### src/rtl/hdmi_infoframe_pkg.sv
// Shared definitions for HDMI InfoFrame receivers: packet geometry, type
// codes, FSM states and the decoded AVI field record.
package hdmi_infoframe_pkg;

    localparam logic [7:0] INFOFRAME_TYPE_AVI     = 8'h82;
    localparam int         INFOFRAME_PACKET_BYTES = 31;
    localparam int         PB_FIRST_INDEX         = 3;
    localparam logic [4:0] LAST_BYTE_INDEX        = 5'(INFOFRAME_PACKET_BYTES - 1);
    localparam logic [7:0] MAX_PB_INDEX           = 8'd27;

    typedef enum logic [2:0] {
        ST_IDLE,
        ST_HDR,
        ST_BODY,
        ST_SKIP,
        ST_DONE
    } rx_state_t;

    // Field order follows PB1[6:0], PB2, PB3, PB4, PB5.
    typedef struct packed {
        logic [1:0] video_format;
        logic       active_format_info_present;
        logic [1:0] bar_info;
        logic [1:0] scan_info;
        logic [1:0] colorimetry;
        logic [1:0] picture_aspect_ratio;
        logic [3:0] active_format_aspect_ratio;
        logic       it_content;
        logic [2:0] extended_colorimetry;
        logic [1:0] rgb_quantization_range;
        logic [1:0] non_uniform_picture_scaling;
        logic [7:0] cea;
        logic [1:0] ycc_quantization_range;
        logic [1:0] content_type;
        logic [3:0] pixel_repetition;
    } avi_fields_t;

endpackage

### src/rtl/infoframe_checksum_acc.sv
// 8-bit wrapping byte accumulator for InfoFrame checksums. 'clear' restarts
// the sum (a byte enabled in the same cycle becomes the first term);
// 'in_range' drops bytes past the declared payload length.
module infoframe_checksum_acc (
    input  logic       clk,
    input  logic       reset,
    input  logic       clear,
    input  logic       enable,
    input  logic       in_range,
    input  logic [7:0] data,
    output logic [7:0] sum_next
);

    logic [7:0] sum_q;
    logic [7:0] sum_d;
    logic [7:0] base;

    // Next sum; exported so the owner can judge a packet on its final byte.
    always_comb begin
        base  = clear ? 8'd0 : sum_q;
        sum_d = (enable && in_range) ? base + data : base;
    end

    assign sum_next = sum_d;

    // Accumulator register.
    always_ff @(posedge clk) begin
        if (reset) sum_q <= 8'd0;
        else       sum_q <= sum_d;
    end

endmodule

### src/rtl/avi_info_frame_receiver.sv
// AVI InfoFrame (type 0x82) parser. Takes HB0-HB2, PB0-PB27 one byte per
// valid cycle, checks header and checksum, and publishes decoded fields.
// Optional statistics counters: define AVI_INFO_FRAME_RX_STATS_EN.
module avi_info_frame_receiver
    import hdmi_infoframe_pkg::*;
#(
    parameter logic [7:0] EXPECTED_VERSION = 8'd2,
    parameter logic [4:0] MIN_LENGTH       = 5'd13,
    parameter int         ERR_CNT_WIDTH    = 16
) (
    input  logic       clk_pixel,
    input  logic       reset,
    input  logic       byte_valid,
    input  logic       byte_sop,
    input  logic [7:0] byte_data,
    output logic [1:0] video_format,
    output logic       active_format_info_present,
    output logic [1:0] bar_info,
    output logic [1:0] scan_info,
    output logic [1:0] colorimetry,
    output logic [1:0] picture_aspect_ratio,
    output logic [3:0] active_format_aspect_ratio,
    output logic       it_content,
    output logic [2:0] extended_colorimetry,
    output logic [1:0] rgb_quantization_range,
    output logic [1:0] non_uniform_picture_scaling,
    output logic [7:0] cea,
    output logic [1:0] ycc_quantization_range,
    output logic [1:0] content_type,
    output logic [3:0] pixel_repetition,
`ifdef AVI_INFO_FRAME_RX_STATS_EN
    output logic [ERR_CNT_WIDTH-1:0] good_cnt,
    output logic [ERR_CNT_WIDTH-1:0] cksum_err_cnt,
    output logic [ERR_CNT_WIDTH-1:0] hdr_err_cnt,
`endif
    output logic       frame_valid,
    output logic       frame_update,
    output logic       err_checksum,
    output logic       err_header
);

    rx_state_t   state_q, state_d;
    logic [4:0]  idx_q, idx_d;
    logic [7:0]  ver_q, ver_d;
    logic [7:0]  len_q, len_d;
    avi_fields_t shadow_q, shadow_d;
    avi_fields_t live_q, live_d;
    logic        frame_valid_q, frame_valid_d;
    logic        frame_update_q, frame_update_d;
    logic        err_checksum_q, err_checksum_d;
    logic        err_header_q, err_header_d;

    logic        start, advance, hdr_bad;
    logic        acc_en, acc_in_range;
    logic [7:0]  acc_sum_next, pb_idx, len_clamped;

    // A sop byte restarts parsing from any state; plain bytes only move
    // the packet-consuming states (DONE ignores them).
    assign start   = byte_valid && byte_sop;
    assign advance = byte_valid && !byte_sop &&
                     (state_q == ST_HDR || state_q == ST_BODY || state_q == ST_SKIP);

    assign pb_idx      = {3'b000, idx_q} - 8'(PB_FIRST_INDEX);
    assign len_clamped = (len_q > MAX_PB_INDEX) ? MAX_PB_INDEX : len_q;
    assign hdr_bad     = (ver_q != EXPECTED_VERSION) || (len_q < {3'b000, MIN_LENGTH}) ||
                         (len_q > MAX_PB_INDEX);

    // Header bytes always count; payload bytes only up to the clamped length.
    assign acc_en       = start || (advance && state_q != ST_SKIP);
    assign acc_in_range = start || (state_q == ST_HDR) ||
                          ((state_q == ST_BODY) && (pb_idx <= len_clamped));

    infoframe_checksum_acc u_acc (
        .clk      (clk_pixel),
        .reset    (reset),
        .clear    (start),
        .enable   (acc_en),
        .in_range (acc_in_range),
        .data     (byte_data),
        .sum_next (acc_sum_next)
    );

    // Next-state, capture and verdict logic. The verdict is taken on the
    // PB27 byte so pulses and fields are live during the DONE cycle.
    always_comb begin
        state_d        = state_q;
        idx_d          = idx_q;
        ver_d          = ver_q;
        len_d          = len_q;
        shadow_d       = shadow_q;
        live_d         = live_q;
        frame_valid_d  = frame_valid_q;
        frame_update_d = 1'b0;
        err_checksum_d = 1'b0;
        err_header_d   = 1'b0;

        if (start) begin
            idx_d   = 5'd1;
            state_d = (byte_data == INFOFRAME_TYPE_AVI) ? ST_HDR : ST_SKIP;
        end else begin
            case (state_q)
                ST_DONE: state_d = ST_IDLE;
                ST_HDR: if (advance) begin
                    idx_d = idx_q + 5'd1;
                    if (idx_q == 5'd1) ver_d = byte_data;
                    if (idx_q == 5'd2) begin
                        len_d   = byte_data;
                        state_d = ST_BODY;
                    end
                end
                ST_BODY: if (advance) begin
                    idx_d = idx_q + 5'd1;
                    case (pb_idx)
                        8'd1: begin
                            shadow_d.video_format               = byte_data[6:5];
                            shadow_d.active_format_info_present = byte_data[4];
                            shadow_d.bar_info                   = byte_data[3:2];
                            shadow_d.scan_info                  = byte_data[1:0];
                        end
                        8'd2: begin
                            shadow_d.colorimetry                = byte_data[7:6];
                            shadow_d.picture_aspect_ratio       = byte_data[5:4];
                            shadow_d.active_format_aspect_ratio = byte_data[3:0];
                        end
                        8'd3: begin
                            shadow_d.it_content                  = byte_data[7];
                            shadow_d.extended_colorimetry        = byte_data[6:4];
                            shadow_d.rgb_quantization_range      = byte_data[3:2];
                            shadow_d.non_uniform_picture_scaling = byte_data[1:0];
                        end
                        8'd4: shadow_d.cea = byte_data;
                        8'd5: begin
                            shadow_d.ycc_quantization_range = byte_data[7:6];
                            shadow_d.content_type           = byte_data[5:4];
                            shadow_d.pixel_repetition       = byte_data[3:0];
                        end
                        default: ;
                    endcase
                    if (idx_q == LAST_BYTE_INDEX) begin
                        idx_d   = 5'd0;
                        state_d = ST_DONE;
                        if (hdr_bad) begin
                            err_header_d = 1'b1;
                        end else if (acc_sum_next != 8'd0) begin
                            err_checksum_d = 1'b1;
                        end else begin
                            live_d         = shadow_q;
                            frame_update_d = 1'b1;
                            frame_valid_d  = 1'b1;
                        end
                    end
                end
                ST_SKIP: if (advance) begin
                    idx_d = idx_q + 5'd1;
                    if (idx_q == LAST_BYTE_INDEX) begin
                        idx_d   = 5'd0;
                        state_d = ST_IDLE;
                    end
                end
                default: ;
            endcase
        end
    end

    // FSM and registered outputs.
    always_ff @(posedge clk_pixel) begin
        if (reset) begin
            state_q        <= ST_IDLE;
            idx_q          <= 5'd0;
            ver_q          <= 8'd0;
            len_q          <= 8'd0;
            shadow_q       <= '0;
            live_q         <= '0;
            frame_valid_q  <= 1'b0;
            frame_update_q <= 1'b0;
            err_checksum_q <= 1'b0;
            err_header_q   <= 1'b0;
        end else begin
            state_q        <= state_d;
            idx_q          <= idx_d;
            ver_q          <= ver_d;
            len_q          <= len_d;
            shadow_q       <= shadow_d;
            live_q         <= live_d;
            frame_valid_q  <= frame_valid_d;
            frame_update_q <= frame_update_d;
            err_checksum_q <= err_checksum_d;
            err_header_q   <= err_header_d;
        end
    end

    assign video_format                = live_q.video_format;
    assign active_format_info_present  = live_q.active_format_info_present;
    assign bar_info                    = live_q.bar_info;
    assign scan_info                   = live_q.scan_info;
    assign colorimetry                 = live_q.colorimetry;
    assign picture_aspect_ratio        = live_q.picture_aspect_ratio;
    assign active_format_aspect_ratio  = live_q.active_format_aspect_ratio;
    assign it_content                  = live_q.it_content;
    assign extended_colorimetry        = live_q.extended_colorimetry;
    assign rgb_quantization_range      = live_q.rgb_quantization_range;
    assign non_uniform_picture_scaling = live_q.non_uniform_picture_scaling;
    assign cea                         = live_q.cea;
    assign ycc_quantization_range      = live_q.ycc_quantization_range;
    assign content_type                = live_q.content_type;
    assign pixel_repetition            = live_q.pixel_repetition;
    assign frame_valid                 = frame_valid_q;
    assign frame_update                = frame_update_q;
    assign err_checksum                = err_checksum_q;
    assign err_header                  = err_header_q;

`ifdef AVI_INFO_FRAME_RX_STATS_EN
    logic [ERR_CNT_WIDTH-1:0] good_cnt_q, good_cnt_d;
    logic [ERR_CNT_WIDTH-1:0] cksum_err_cnt_q, cksum_err_cnt_d;
    logic [ERR_CNT_WIDTH-1:0] hdr_err_cnt_q, hdr_err_cnt_d;

    // Saturating event counters, bumped on each outcome pulse.
    always_comb begin
        good_cnt_d      = good_cnt_q;
        cksum_err_cnt_d = cksum_err_cnt_q;
        hdr_err_cnt_d   = hdr_err_cnt_q;
        if (frame_update_q && good_cnt_q != '1)      good_cnt_d      = good_cnt_q + 1'b1;
        if (err_checksum_q && cksum_err_cnt_q != '1) cksum_err_cnt_d = cksum_err_cnt_q + 1'b1;
        if (err_header_q && hdr_err_cnt_q != '1)     hdr_err_cnt_d   = hdr_err_cnt_q + 1'b1;
    end

    // Counter registers.
    always_ff @(posedge clk_pixel) begin
        if (reset) begin
            good_cnt_q      <= '0;
            cksum_err_cnt_q <= '0;
            hdr_err_cnt_q   <= '0;
        end else begin
            good_cnt_q      <= good_cnt_d;
            cksum_err_cnt_q <= cksum_err_cnt_d;
            hdr_err_cnt_q   <= hdr_err_cnt_d;
        end
    end

    assign good_cnt      = good_cnt_q;
    assign cksum_err_cnt = cksum_err_cnt_q;
    assign hdr_err_cnt   = hdr_err_cnt_q;
`else
    // Counter width only matters when statistics are built in.
    if (ERR_CNT_WIDTH < 1) begin : g_err_cnt_width_unused
    end
`endif

endmodule

### config.mk
export PLATFORM = sky130hd
export DESIGN_NAME = avi_info_frame_receiver
export DESIGN_NICKNAME = d
export VERILOG_FILES = /design/src/rtl/hdmi_infoframe_pkg.sv /design/src/rtl/infoframe_checksum_acc.sv /design/src/rtl/avi_info_frame_receiver.sv
export SDC_FILE = /design/constraint.sdc
export NUM_CORES = 1
export LEC_CHECK = 0
export CORE_UTILIZATION = 30
export CTS_CLUSTER_DIAMETER = 80
export DETAILED_ROUTE_END_ITERATION = 8
export PLACE_DENSITY = 0.58
export SLEW_MARGIN = 20
export SYNTH_ARGS = -nofsm -noshare
export SYNTH_HDL_FRONTEND = slang
export SYNTH_SLANG_ARGS = --single-unit
### constraint.sdc
create_clock -name clk_pixel -period 4.5 [get_ports clk_pixel]
set_input_delay 0.675 -clock clk_pixel [delete_from_list [all_inputs] [get_ports clk_pixel]]
set_output_delay 0.675 -clock clk_pixel [all_outputs]
set_load 0.03 [all_outputs]
==> impl_metrics.json <==
{
  "io-pin-count": 55,
  "htreeDepth": 4,
  "slew_headroom_pct": 27.1,
  "grt_use_total_pct": 16.1,
  "rows": 48,
  "drc": 0,
  "syn2layout_area_growth_pct": 26.2,
  "tightest_slew_ns": 1.09,
  "drive_above_1_share_pct": 9.01,
  "start_util_pct": 30.9,
  "status": "finished, final reports clean",
  "grt_max_degree": 108,
  "final_cells": 891,
  "dp_cells": 860,
  "clock_path_buffers": 2,
  "postSynthAreaPerCell_um2": 8.87,
  "period_needed_ns": 4.04,
  "firstDrtPassIters": 4,
  "clock_sinks": 114,
  "cts_buffers": 17,
  "cts_tree": "built",
  "ctsResizeCount": 0,
  "path_clk_slew_ns": 0.05,
  "antenna_found_initial": 0,
  "critPathLaunch": "byte_sop",
  "synth_warnings": 0,
  "nNetsFinal": 687,
  "grt_overflow": 0,
  "period_share_pct": 89.7,
  "finClkSkew_ns": 0.0190,
  "rsz0062_at_grt": "false",
  "hpwl_mm": 9.90,
  "postSynth.asyncResetShare_pct": 0,
  "setup_viol": 0,
  "p_per_area_nw_per_um2": 380,
  "portBuffers": 54,
  "synthCells": 607,
  "cts_setup_buffers": 0,
  "drt_iter0_markers": 281,
  "final_util_pct": 39.0,
  "cp.required_ns": 4.74,
  "wire_per_inst_um": 16.2,
  "drv_slew": 0,
  "clock_latency_ns": 0.42,
  "holdBufCountCts": 0,
  "syn_area_um2": 5380,
  "peakVddDrop_v": 0.000258,
  "first_global_vias": 4615,
  "viasPerCell": 5.40,
  "ant_nets": 0,
  "startpoint_type": "input pin",
  "wl_mm": 14.4,
  "design.core.area_um2": 17400,
  "hp-class": "flop to flop",
  "die_area_um2": 18500,
  "setup_tns_ns": 0,
  "crit_fanout": 40,
  "synth_edf_count": 0,
  "crit_type": "input pin to flop",
  "p_leak_nw": 2.48,
  "synth_cell_types": 53,
  "dr_total_vias": 4812,
  "grt_pass1_wl_mm": 22.9,
  "ys_ff_latch": 114,
  "synth_seq_area_share_pct": 42.4,
  "cap_violations": 0,
  "cts_root_buf": "clkbuf_16",
  "die_w_um": 136,
  "synth-main-ff-cell": "dfxtp_1",
  "dieHeight_um": 136,
  "place.gp.congestion": 0.833,
  "hold_start": "frame_valid",
  "rr_startpoint": "idx_q[0]",
  "final_hold_viol_count": 0,
  "cp-end-kind": "flop",
  "diodes": 0,
  "arrival_ns": 4.28,
  "max_clock_freq_mhz": 248
}
[cell type report]
cell class / instances / area, µm²
Fill cell: 1752 / 10600
Multi-Input combinational cell: 433 / 2890
Sequential cell: 114 / 2280
Timing Repair Buffer: 73 / 691
Clock buffer: 26 / 489
Tap cell: 225 / 282
Clock inverter: 5 / 100
Inverter: 15 / 56.3
[worst max-delay path, stage by stage]
cell and delay, ns:
clkdlybuf4s50_1 0.47, nand2_1 0.21, and2_1 0.19, ha_1 0.17, inv_1 0.06, fa_1 0.40
nand2b_1 0.20, a211o_1 0.26, a311oi_1 0.32, nand4bb_1 0.22, mux2_2 0.60, o31ai_1 0.38
a21oi_1 0.10
[logic make-up after synthesis]
kind of cell    after synthesis  synth area share [%]
flops                       114                  42.4
fa+ha+maj                    21                  5.02
compound gates              147                  17.9
xor+xnor                      8                  1.44
mux                          48                  8.99
buf+inv                      62                  4.51
other cells                   1                0.0697
simple gates                206                  19.7
[synth_stat cells (2+ instances only)]
library cell | number | share of area, %
nand4_1 | 43 | 5.0
xnor2_1 | 5 | 0.81
o31ai_1 | 39 | 5.4
nor4_1 | 3 | 0.35
or4_1 | 5 | 0.70
mux2i_1 | 45 | 8.4
xor2_1 | 2 | 0.33
a21oi_1 | 69 | 6.4
and2_1 | 5 | 0.58
nand2b_1 | 10 | 1.2
a311oi_1 | 3 | 0.49
nor3_1 | 5 | 0.46
or3_1 | 3 | 0.35
nor2_1 | 62 | 4.3
dfxtp_1 | 114 | 42
a2111oi_0 | 2 | 0.33
nand2_1 | 36 | 2.5
o21ai_0 | 6 | 0.56
o21a_1 | 3 | 0.42
o31a_1 | 2 | 0.33
clkbuf_1 | 39 | 2.7
buf_2 | 8 | 0.74
ha_1 | 20 | 4.6
a211o_1 | 3 | 0.49
inv_1 | 15 | 1.0
a31oi_1 | 2 | 0.23
nor4b_1 | 2 | 0.33
or2_2 | 2 | 0.23
mux2_2 | 3 | 0.63
nand3_1 | 19 | 1.8
o211ai_1 | 5 | 0.70
nor2b_1 | 4 | 0.46
a21o_1 | 3 | 0.42
[stage by stage]
step | worst slack (ns) | area [µm²] | total power, mW | hold slack (ns)
2_1_floorplan | 0.939 | 5390 | 1.18 | 0.437
3_3_place_gp | 0.203 | 6200 | 1.25 | 0.440
3_5_place_dp | 0.0395 | 6200 | 1.25 | 0.449
4_1_cts | 0.504 | 6790 | 2.60 | 0.457
5_1_grt | 0.197 | 6790 | 2.68 | 0.475
6_report | 0.462 | 6790 | 2.58 | 0.455
[where the power goes]
| group | switching, mW | total, mW | internal, mW |
|---|---|---|---|
| registers | 0.00746 | 1.02 | 1.02 |
| clock network | 0.436 | 1.34 | 0.908 |
| logic | 0.148 | 0.212 | 0.0640 |
| total | 0.592 | 2.58 | 1.99 |
[path summary, 6_finish.rpt]
path | cells after the start | end | slack, ns
worst max-delay path | 13 | content_type[0] | 0.46
worst min-delay path | 2 | frame_valid | 0.46
worst max register to register | 12 | content_type[0] | 0.69
worst min register to register | 2 | frame_valid | 0.46
[flip-flops by register name (all words and copies together) (netlist names), 3 cells and up]
signal and cells:
active_format_aspect_ratio 4, cea 8, extended_colorimetry 3, idx_q 5
len_q 8, pixel_repetition 4, shadow_q 39, state_q 3
u_acc.sum_q 8, ver_q 8
[per-layer routing]
metal / global-route usage, % / routed length (µm)
met1: 20.3 / 6670
met5: 0 / 0
met4: 6.05 / 171
met2: 25.9 / 6970
met3: 4.62 / 624
[cells in the final DEF, fill, tap and decap left out, types with 2 or more instances in the layout]
master / count
or2_2: 2
and2_1: 5
o31a_1: 2
nand2b_1: 10
nor4b_1: 2
a211o_1: 3
clkbuf_1: 6
nor3_1: 5
clkbuf_8: 3
ha_1: 20
o21ai_0: 6
nand2_1: 36
or4_1: 5
dfxtp_1: 114
o211ai_1: 5
a21oi_1: 69
nand3_1: 19
clkbuf_16: 17
nor4_1: 2
conb_1: 3
clkdlybuf4s50_1: 53
buf_4: 18
nor2_1: 62
bufinv_16: 3
mux2_2: 3
a311oi_1: 3
mux2i_1: 44
o31ai_1: 39
inv_1: 15
xnor2_1: 4
o21a_1: 3
clkinv_2: 2
nand4_1: 43
or3_1: 3
nor2b_1: 4
a31oi_1: 2
a21o_1: 3
xor2_1: 2
a2111oi_0: 2
No activity file was read; power rests on OpenSTA's default activity.
